`src/rtl/fre_pkg.sv`:
```
// Shared definitions for the frequency-meter range controller:
// sequencer state encodings, the saturated display word and range codes.
package fre_pkg;

    typedef enum logic [1:0] {
        IDLE  = 2'd0,
        CLR   = 2'd1,
        GATE  = 2'd2,
        LATCH = 2'd3
    } fre_state_t;

    // Display word shown when the HIGH range overflows.
    localparam logic [23:0] SAT_BCD = 24'h999999;

    // Range codes, also the counter mux select.
    localparam logic LOW  = 1'b0;
    localparam logic HIGH = 1'b1;

endpackage

```
`src/rtl/fre_hyst_cnt.sv`:
```
// Down-range hysteresis counter. Counts consecutive low HIGH-range readings.
// 'reached' is high when the next inc completes DOWN_HYST readings; that inc
// also returns the count to zero because the range is about to switch back.
// The counter never holds more than DOWN_HYST, so $clog2(DOWN_HYST+1) bits suffice.
module fre_hyst_cnt
#(
    parameter int DOWN_HYST = 2
)
(
    input  logic clk_05,
    input  logic Rst_n,
    input  logic inc,
    input  logic clr,
    output logic reached
);

    localparam int CW = $clog2(DOWN_HYST + 1);

    logic [CW-1:0] cnt_q;
    logic [CW-1:0] cnt_d;

    // Reached does not depend on inc, so no combinational path back to the caller.
    assign reached = (cnt_q >= CW'(DOWN_HYST - 1));

    // Next count: clear wins, an inc that completes the run wraps to zero.
    always_comb begin
        cnt_d = cnt_q;
        if (clr) begin
            cnt_d = '0;
        end else if (inc) begin
            if (reached) begin
                cnt_d = '0;
            end else begin
                cnt_d = cnt_q + 1'b1;
            end
        end
    end

    // Count register.
    always_ff @(posedge clk_05 or negedge Rst_n) begin
        if (!Rst_n) begin
            cnt_q <= '0;
        end else begin
            cnt_q <= cnt_d;
        end
    end

endmodule

```
`src/rtl/fre_range_ctrl.sv`:
```
// Measurement sequencer and auto-ranger for the frequency-meter counters.
// Runs CLR -> GATE -> LATCH on clk_05 and picks the LOW/HIGH counting range
// from overflow and down-range hysteresis.
// Optional feature: define FRE_HOLD_EN to add a 'hold' input that freezes the
// display word while ranging keeps running.
//
// Handshake: data_valid is a one-cycle strobe with no ready; data_out holds
// its value until the next strobe and is valid whenever sampled.
module fre_range_ctrl
    import fre_pkg::*;
#(
    parameter int          GATE_TICKS  = 1,
    parameter int          DOWN_HYST   = 2,
    parameter logic [23:0] DOWN_THRESH = 24'h000100
)
(
    input  logic        clk_05,
    input  logic        Rst_n,
    input  logic        run,
    input  logic [23:0] cnt_data,
    input  logic        cnt_ovf,
`ifdef FRE_HOLD_EN
    input  logic        hold,
`endif
    output logic        gate_en,
    output logic        cnt_clr,
    output logic        range_hi,
    output logic        kilo_led,
    output logic [23:0] data_out,
    output logic        data_valid,
    output logic        over_rng,
    output logic [1:0]  dbg_state_o
);

    localparam int TICK_W = (GATE_TICKS > 1) ? $clog2(GATE_TICKS) : 1;

    fre_state_t        state_q, state_d;
    logic [TICK_W-1:0] tick_q, tick_d;
    logic              gate_en_q, cnt_clr_q;
    logic              range_hi_q, range_hi_d;
    logic [23:0]       data_out_q, data_out_d;
    logic              data_valid_q, data_valid_d;
    logic              over_rng_q, over_rng_d;
    logic              hyst_inc, hyst_clr, hyst_reached;
    logic              hold_w;
    logic              below_thresh;

`ifdef FRE_HOLD_EN
    assign hold_w = hold;
`else
    assign hold_w = 1'b0;
`endif

    // BCD digit order preserves magnitude, so a binary compare is enough.
    assign below_thresh = (cnt_data < DOWN_THRESH);

    // Next-state logic for the measurement sequencer and the gate tick counter.
    always_comb begin
        state_d = state_q;
        tick_d  = tick_q;
        unique case (state_q)
            IDLE: begin
                if (run) begin
                    state_d = CLR;
                end
            end
            CLR: begin
                state_d = GATE;
                tick_d  = '0;
            end
            GATE: begin
                if (tick_q == TICK_W'(GATE_TICKS - 1)) begin
                    state_d = LATCH;
                end else begin
                    tick_d = tick_q + 1'b1;
                end
            end
            LATCH: begin
                state_d = run ? CLR : IDLE;
            end
            default: begin
                state_d = IDLE;
            end
        endcase
    end

    // Range/display decision table, applied only when leaving LATCH.
    // An overflow in HIGH leaves the hysteresis count where it was.
    always_comb begin
        range_hi_d   = range_hi_q;
        data_out_d   = data_out_q;
        over_rng_d   = over_rng_q;
        data_valid_d = 1'b0;
        hyst_inc     = 1'b0;
        hyst_clr     = 1'b0;
        if (state_q == LATCH) begin
            if (range_hi_q == LOW) begin
                if (cnt_ovf) begin
                    range_hi_d = HIGH;
                    hyst_clr   = 1'b1;
                end else if (!hold_w) begin
                    data_out_d   = cnt_data;
                    over_rng_d   = 1'b0;
                    data_valid_d = 1'b1;
                end
            end else begin
                if (cnt_ovf) begin
                    if (!hold_w) begin
                        data_out_d   = SAT_BCD;
                        over_rng_d   = 1'b1;
                        data_valid_d = 1'b1;
                    end
                end else begin
                    if (!hold_w) begin
                        data_out_d   = cnt_data;
                        over_rng_d   = 1'b0;
                        data_valid_d = 1'b1;
                    end
                    if (below_thresh) begin
                        hyst_inc = 1'b1;
                        if (hyst_reached) begin
                            range_hi_d = LOW;
                        end
                    end else begin
                        hyst_clr = 1'b1;
                    end
                end
            end
        end
    end

    fre_hyst_cnt #(
        .DOWN_HYST (DOWN_HYST)
    ) u_hyst (
        .clk_05  (clk_05),
        .Rst_n   (Rst_n),
        .inc     (hyst_inc),
        .clr     (hyst_clr),
        .reached (hyst_reached)
    );

    // Sequencer state and tick registers; reset parks in CLR.
    always_ff @(posedge clk_05 or negedge Rst_n) begin
        if (!Rst_n) begin
            state_q <= CLR;
            tick_q  <= '0;
        end else begin
            state_q <= state_d;
            tick_q  <= tick_d;
        end
    end

    // Registered outputs; strobes are decoded from the next state so they line up with it.
    always_ff @(posedge clk_05 or negedge Rst_n) begin
        if (!Rst_n) begin
            gate_en_q    <= 1'b0;
            cnt_clr_q    <= 1'b0;
            range_hi_q   <= LOW;
            data_out_q   <= '0;
            data_valid_q <= 1'b0;
            over_rng_q   <= 1'b0;
        end else begin
            gate_en_q    <= (state_d == GATE);
            cnt_clr_q    <= (state_d == CLR);
            range_hi_q   <= range_hi_d;
            data_out_q   <= data_out_d;
            data_valid_q <= data_valid_d;
            over_rng_q   <= over_rng_d;
        end
    end

    assign gate_en     = gate_en_q;
    assign cnt_clr     = cnt_clr_q;
    assign range_hi    = range_hi_q;
    assign kilo_led    = range_hi_q;
    assign data_out    = data_out_q;
    assign data_valid  = data_valid_q;
    assign over_rng    = over_rng_q;
    assign dbg_state_o = state_q;

endmodule

```
`config.mk`:
```
export PLATFORM = sky130hd
export DESIGN_NAME = fre_range_ctrl
export DESIGN_NICKNAME = d
export VERILOG_FILES = /design/src/rtl/fre_pkg.sv /design/src/rtl/fre_hyst_cnt.sv /design/src/rtl/fre_range_ctrl.sv
export SDC_FILE = /design/constraint.sdc
export NUM_CORES = 1
export LEC_CHECK = 0
export BUFFER_PORTS_ARGS = -buffer_cell sky130_fd_sc_hd__buf_2
export CAP_MARGIN = 0
export CORE_ASPECT_RATIO = 0.6
export CORE_MARGIN = 2
export CORE_UTILIZATION = 49
export DETAILED_ROUTE_END_ITERATION = 16
export MAX_ROUTING_LAYER = met4
export PLACE_DENSITY = 0.83
export SETUP_SLACK_MARGIN = 0.15
export SYNTH_ARGS = -nofsm -noshare
export SYNTH_HDL_FRONTEND = slang
export SYNTH_SLANG_ARGS = --single-unit
```
`constraint.sdc`:
```
create_clock -name clk_05 -period 3.65 [get_ports clk_05]
set_input_delay 0.1825 -clock clk_05 [delete_from_list [all_inputs] [get_ports clk_05]]
set_output_delay 0.1825 -clock clk_05 [all_outputs]
set_load 0.02 [all_outputs]
```
### Word level (Yosys, flattened, before mapping)

Index checks and enable logic that the tools add are counted.

* add/sub/neg operators: 2
* shifts and indexed selects: 0
* multiplexer cells: 30
* multiply operators: 0
* reduce and logical (&&, ||, !) cells: 4
* equality and inequality tests: 6
* bitwise operators: 0
* divide/modulo/power cells: 0
* $lt $le $gt $ge: 2

Operator list (count)
* 2-to-1 mux 24 bit: 3
* < comparator 24 x 9 -> 1 bit (second input constant): 1
* 2-to-1 mux 1 bit: 20
* 2-to-1 mux 2 bit: 5
* one-hot mux 2 bit (4 select lines): 1
* equality test 2 bit (second input constant): 3
* equality test 2 x 1 -> 1 bit (second input constant): 2
* nonzero test 2 bit: 2
* adder 2 x 1 -> 2 bit (second input constant): 1
* >= comparator 2 x 1 -> 1 bit (second input constant): 1
* logical NOT 2 bit: 1
* != test 2 x 1 -> 1 bit (second input constant): 1
* one-hot mux 1 bit (2 select lines): 1
* AND reduction 2 bit: 1
* adder 1 bit (second input constant): 1

* bits in writable memories: 0
* input bits: 28
* bits in latches: 0
* memories kept: 0
* logic and storage cells: 53
* register bits: 34
* memory bits (read-only): 0
* output and inout port bits: 32

### Depth between registers and ports, before layout

* word-level depth: 7
* mapped depth: 5
* mapped depth without buffers: 5

### By module

Synthesis repeated with hierarchy kept, for this count alone.

* cells, all modules: 98
* area total of the unflattened synthesis: 1341.3 µm²

By module, submodules not included
* fre_range_ctrl: area each 1233.7 µm², cells an instance 87, times used 1, seq. area each 777.0 µm²
* fre_hyst_cnt: area each 107.6 µm², cells an instance 11, times used 1, seq. area each 50.0 µm²

### Worst setup path after synthesis

Ideal clock, no wire load.

* kind: reg-to-reg
* start: register state_q[0], in the netlist dbg_state_o[0]
* end: register range_hi_q, in the netlist kilo_led
* path slack: 2.051 ns
* cell stages (with the launch flop): 5
* path buffers: 0
* data required time: 3.526 ns
* arrival: 1.475 ns
* clock period less this slack: 1.599 ns
* cell sequence: dfstp_2 ha_1 and2b_1 nand4b_1 o31a_1

* cells in the longest elaborated chain, start to end: 1

RTL lines
* from (decl): line fre_range_ctrl.sv:37 `fre_state_t state_q, state_d;`
* from (signal assigned): line fre_range_ctrl.sv:148 `state_q <= state_d;`
* equality test 2 bit: line fre_range_ctrl.sv:96 `if (state_q == LATCH) begin`
* to (signal assigned): line fre_range_ctrl.sv:165 `range_hi_q <= range_hi_d;`
* to (decl): line fre_range_ctrl.sv:40 `logic range_hi_q, range_hi_d;`

No other way between the ends.
A chain may end at the register's enable or synchronous reset.

### Worst setup path in the final report

Same ends and word-level chain as after synthesis.

==> metrics.cfg <==
[power]
switching_share_pct=39.7
combPwrFrac_pct=44.0
p_switching_uw=631
p_leak_uw=0.000823
power.share.clock_pct=16.9
p_int_uw=956
power_density_nw_per_um2=934
total_power_uw=1590
p_seq_share_pct=39.1
ir_worst_vdd_uv=535

[final_layout]
diodes=0
area_growth_pct=31.0
final_cell_mix=buf_2 (59), dfrtp_1 (32), a22o_1 (12), o22a_1 (12), clkbuf_8 (6)
drive_gt1_share_pct=42.5
mostFrequentLayoutCell=buf_2
fin_nets=192

[timing]
slew_viol_final=0
hold_slack_ps=114
timing.final.crit_period_ps=1950
fmax_mhz=513
rsz0062_at_grt=no
min_period_over_period_pct=53.4
setup_viol=0
slew_headroom_pct=53.8
fin_setup_tns_ps=0
finalHoldViolations=0
fin_skew_ps=4.41
worst_pin_slew_ps=693

[clock_tree]
postCtsHoldBufs=1
cts_root_buf=clkbuf_8
cts_resized=0
cts_inserted_buffers=5
clock_sinks=33
post-cts-setup-buffers=0
cts.htree.levels=2
cts.reportedPaths.clkPinSlew_ps=60
clock_path_buffers=2
worstSkewPairLatency_ps=280
cts_tree=yes

[placement]
io_buffers=59
place_congestion=0.802
dp_hpwl_um=2220

[flow_run]
maxCapViolations=0

[yosys]
synth_fp_nets=130
syn_area_sq_um=1300
synthFlopType=dfrtp_1
synth.avg_cell_area_sq_um=13.2
ys_top_cells_by_area=dfrtp_1 (62%), a22o_1 (8.1%), o22a_1 (8.1%)
synth_cells=98
synth_seq_cells=33
async_flop_share_pct=100
synth-edff-count=0
yosysSeqAreaShare_pct=63.8
yosysWarnings=0
synth_cell_types=25
synth_top_area_share_pct=61.8
yosys.area.top_type=dfrtp_1

[worst_setup_path]
path_class=reg -> reg
start_kind=register
arrival_ps=2110
crit_required_ps=3820
worstReg2RegStart=dbg_state_o[0]
r2r_end=kilo_led
rr_worst_depth=4
reg2reg_slack_ps=1700
critPathCaptureType=register
worstPathMaxFanout=14

[routing]
via_per_inst=5.37
first_pass_iters=4
dr.first_iter.drc_count=72
wl_per_cell_um=15.5
drc=0
drtAntennaViolNets=0
finalWirelength_um=2970
vias=1031

[global_route]
grt_max_degree=34
first_global_vias=1000
antenna_found_initial=0
grt_pass1_wl_um=4770
grt_overflow=0
track_usage_pct=21.9

[floorplanning]
pin_count=60
die_y_um=43.8
die_area_sq_um=3090
die-width_um=70.4
initial_utilization_pct=51.7
coreArea_sq_um=2500
rows=14

[outcome]
outcome=completed

[min_path]
holdPathStages=2
hold_end=data_out[7]
min_path_type=in -> reg
hold_start=cnt_data[7]

==> per-stage QoR <==
step	cell area [sq um]	util, %	setup WS (ps)	cells
floorplan	1300	-	2050	98
global placement	1600	63.9	1820	184
detailed placement	1600	63.9	1710	184
CTS	1700	67.8	1710	192
global route	1700	67.8	1540	192
finish	1700	67.8	1700	192
==> power groups by stage <==
stage / logic (uW) / registers (uW) / clock network (uW)
detailed placement: 707 / 625 / 0
global route: 754 / 642 / 293
CTS: 709 / 622 / 273
finish: 699 / 620 / 268
floorplan: 270 / 824 / 0
global placement: 684 / 617 / 0
==> routing by layer <==
layer,GRT usage [%],part of all wire [%]
met1,27.7,44
met4,9.23,1.5
met2,32.6,46
met3,7.44,7.9
met5,-,0
==> registers in the layout, summed over array words and instances (netlist names) <==
signal,flops
cnt_clr,1
data_valid,1
over_rng,1
u_hyst.cnt_q,2
gate_en,1
data_out,24
kilo_led,1
dbg_state_o,2
==> logic make-up after synthesis <==
logic type / Yosys count / synth area share, %
AO/OA/AOI/OAI: 33 / 20.4
XOR/XNOR: 1 / 0.676
adder cells (fa/ha/maj): 4 / 3.86
buffers and inverters: 11 / 4.05
flip-flops: 33 / 63.8
multiplexers: 1 / 0.869
AND/OR/NAND/NOR: 15 / 6.37
==> cell type report <==
cell class	count	area (sq um)
timing repair buffer	60	305
multi-input combinational	54	417
clock buffer	7	86.3
fill	196	807
tap	32	40.0
inverter	6	22.5
sequential	33	827
==> worst max-delay path: stages (launching register included) <==
cell and delay [ps]:
dfstp_2 570, ha_1 280, and2b_1 450, nand4b_1 220, o31a_1 320
==> worst max path at each step <==
stage	slack (ps)	from	cells past startpoint	end
2_1_floorplan	2050	dbg_state_o[0]	4	kilo_led
3_3_place_gp	1820	dbg_state_o[0]	4	kilo_led
3_5_place_dp	1710	dbg_state_o[0]	4	kilo_led
4_1_cts	1710	dbg_state_o[0]	4	kilo_led
5_1_grt	1540	dbg_state_o[0]	4	kilo_led
6_report	1700	dbg_state_o[0]	4	kilo_led
==> cell usage after synthesis, types with 2 or more instances <==
cell type / instances
dfrtp_1: 32
a22o_1: 12
o22a_1: 12
inv_1: 5
ha_1: 4
nand2_1: 4
a21oi_1: 3
buf_2: 3
nor4_1: 3
o21ai_0: 3
buf_4: 2
nand2b_1: 2
No activity file was read; power rests on OpenSTA's default activity.
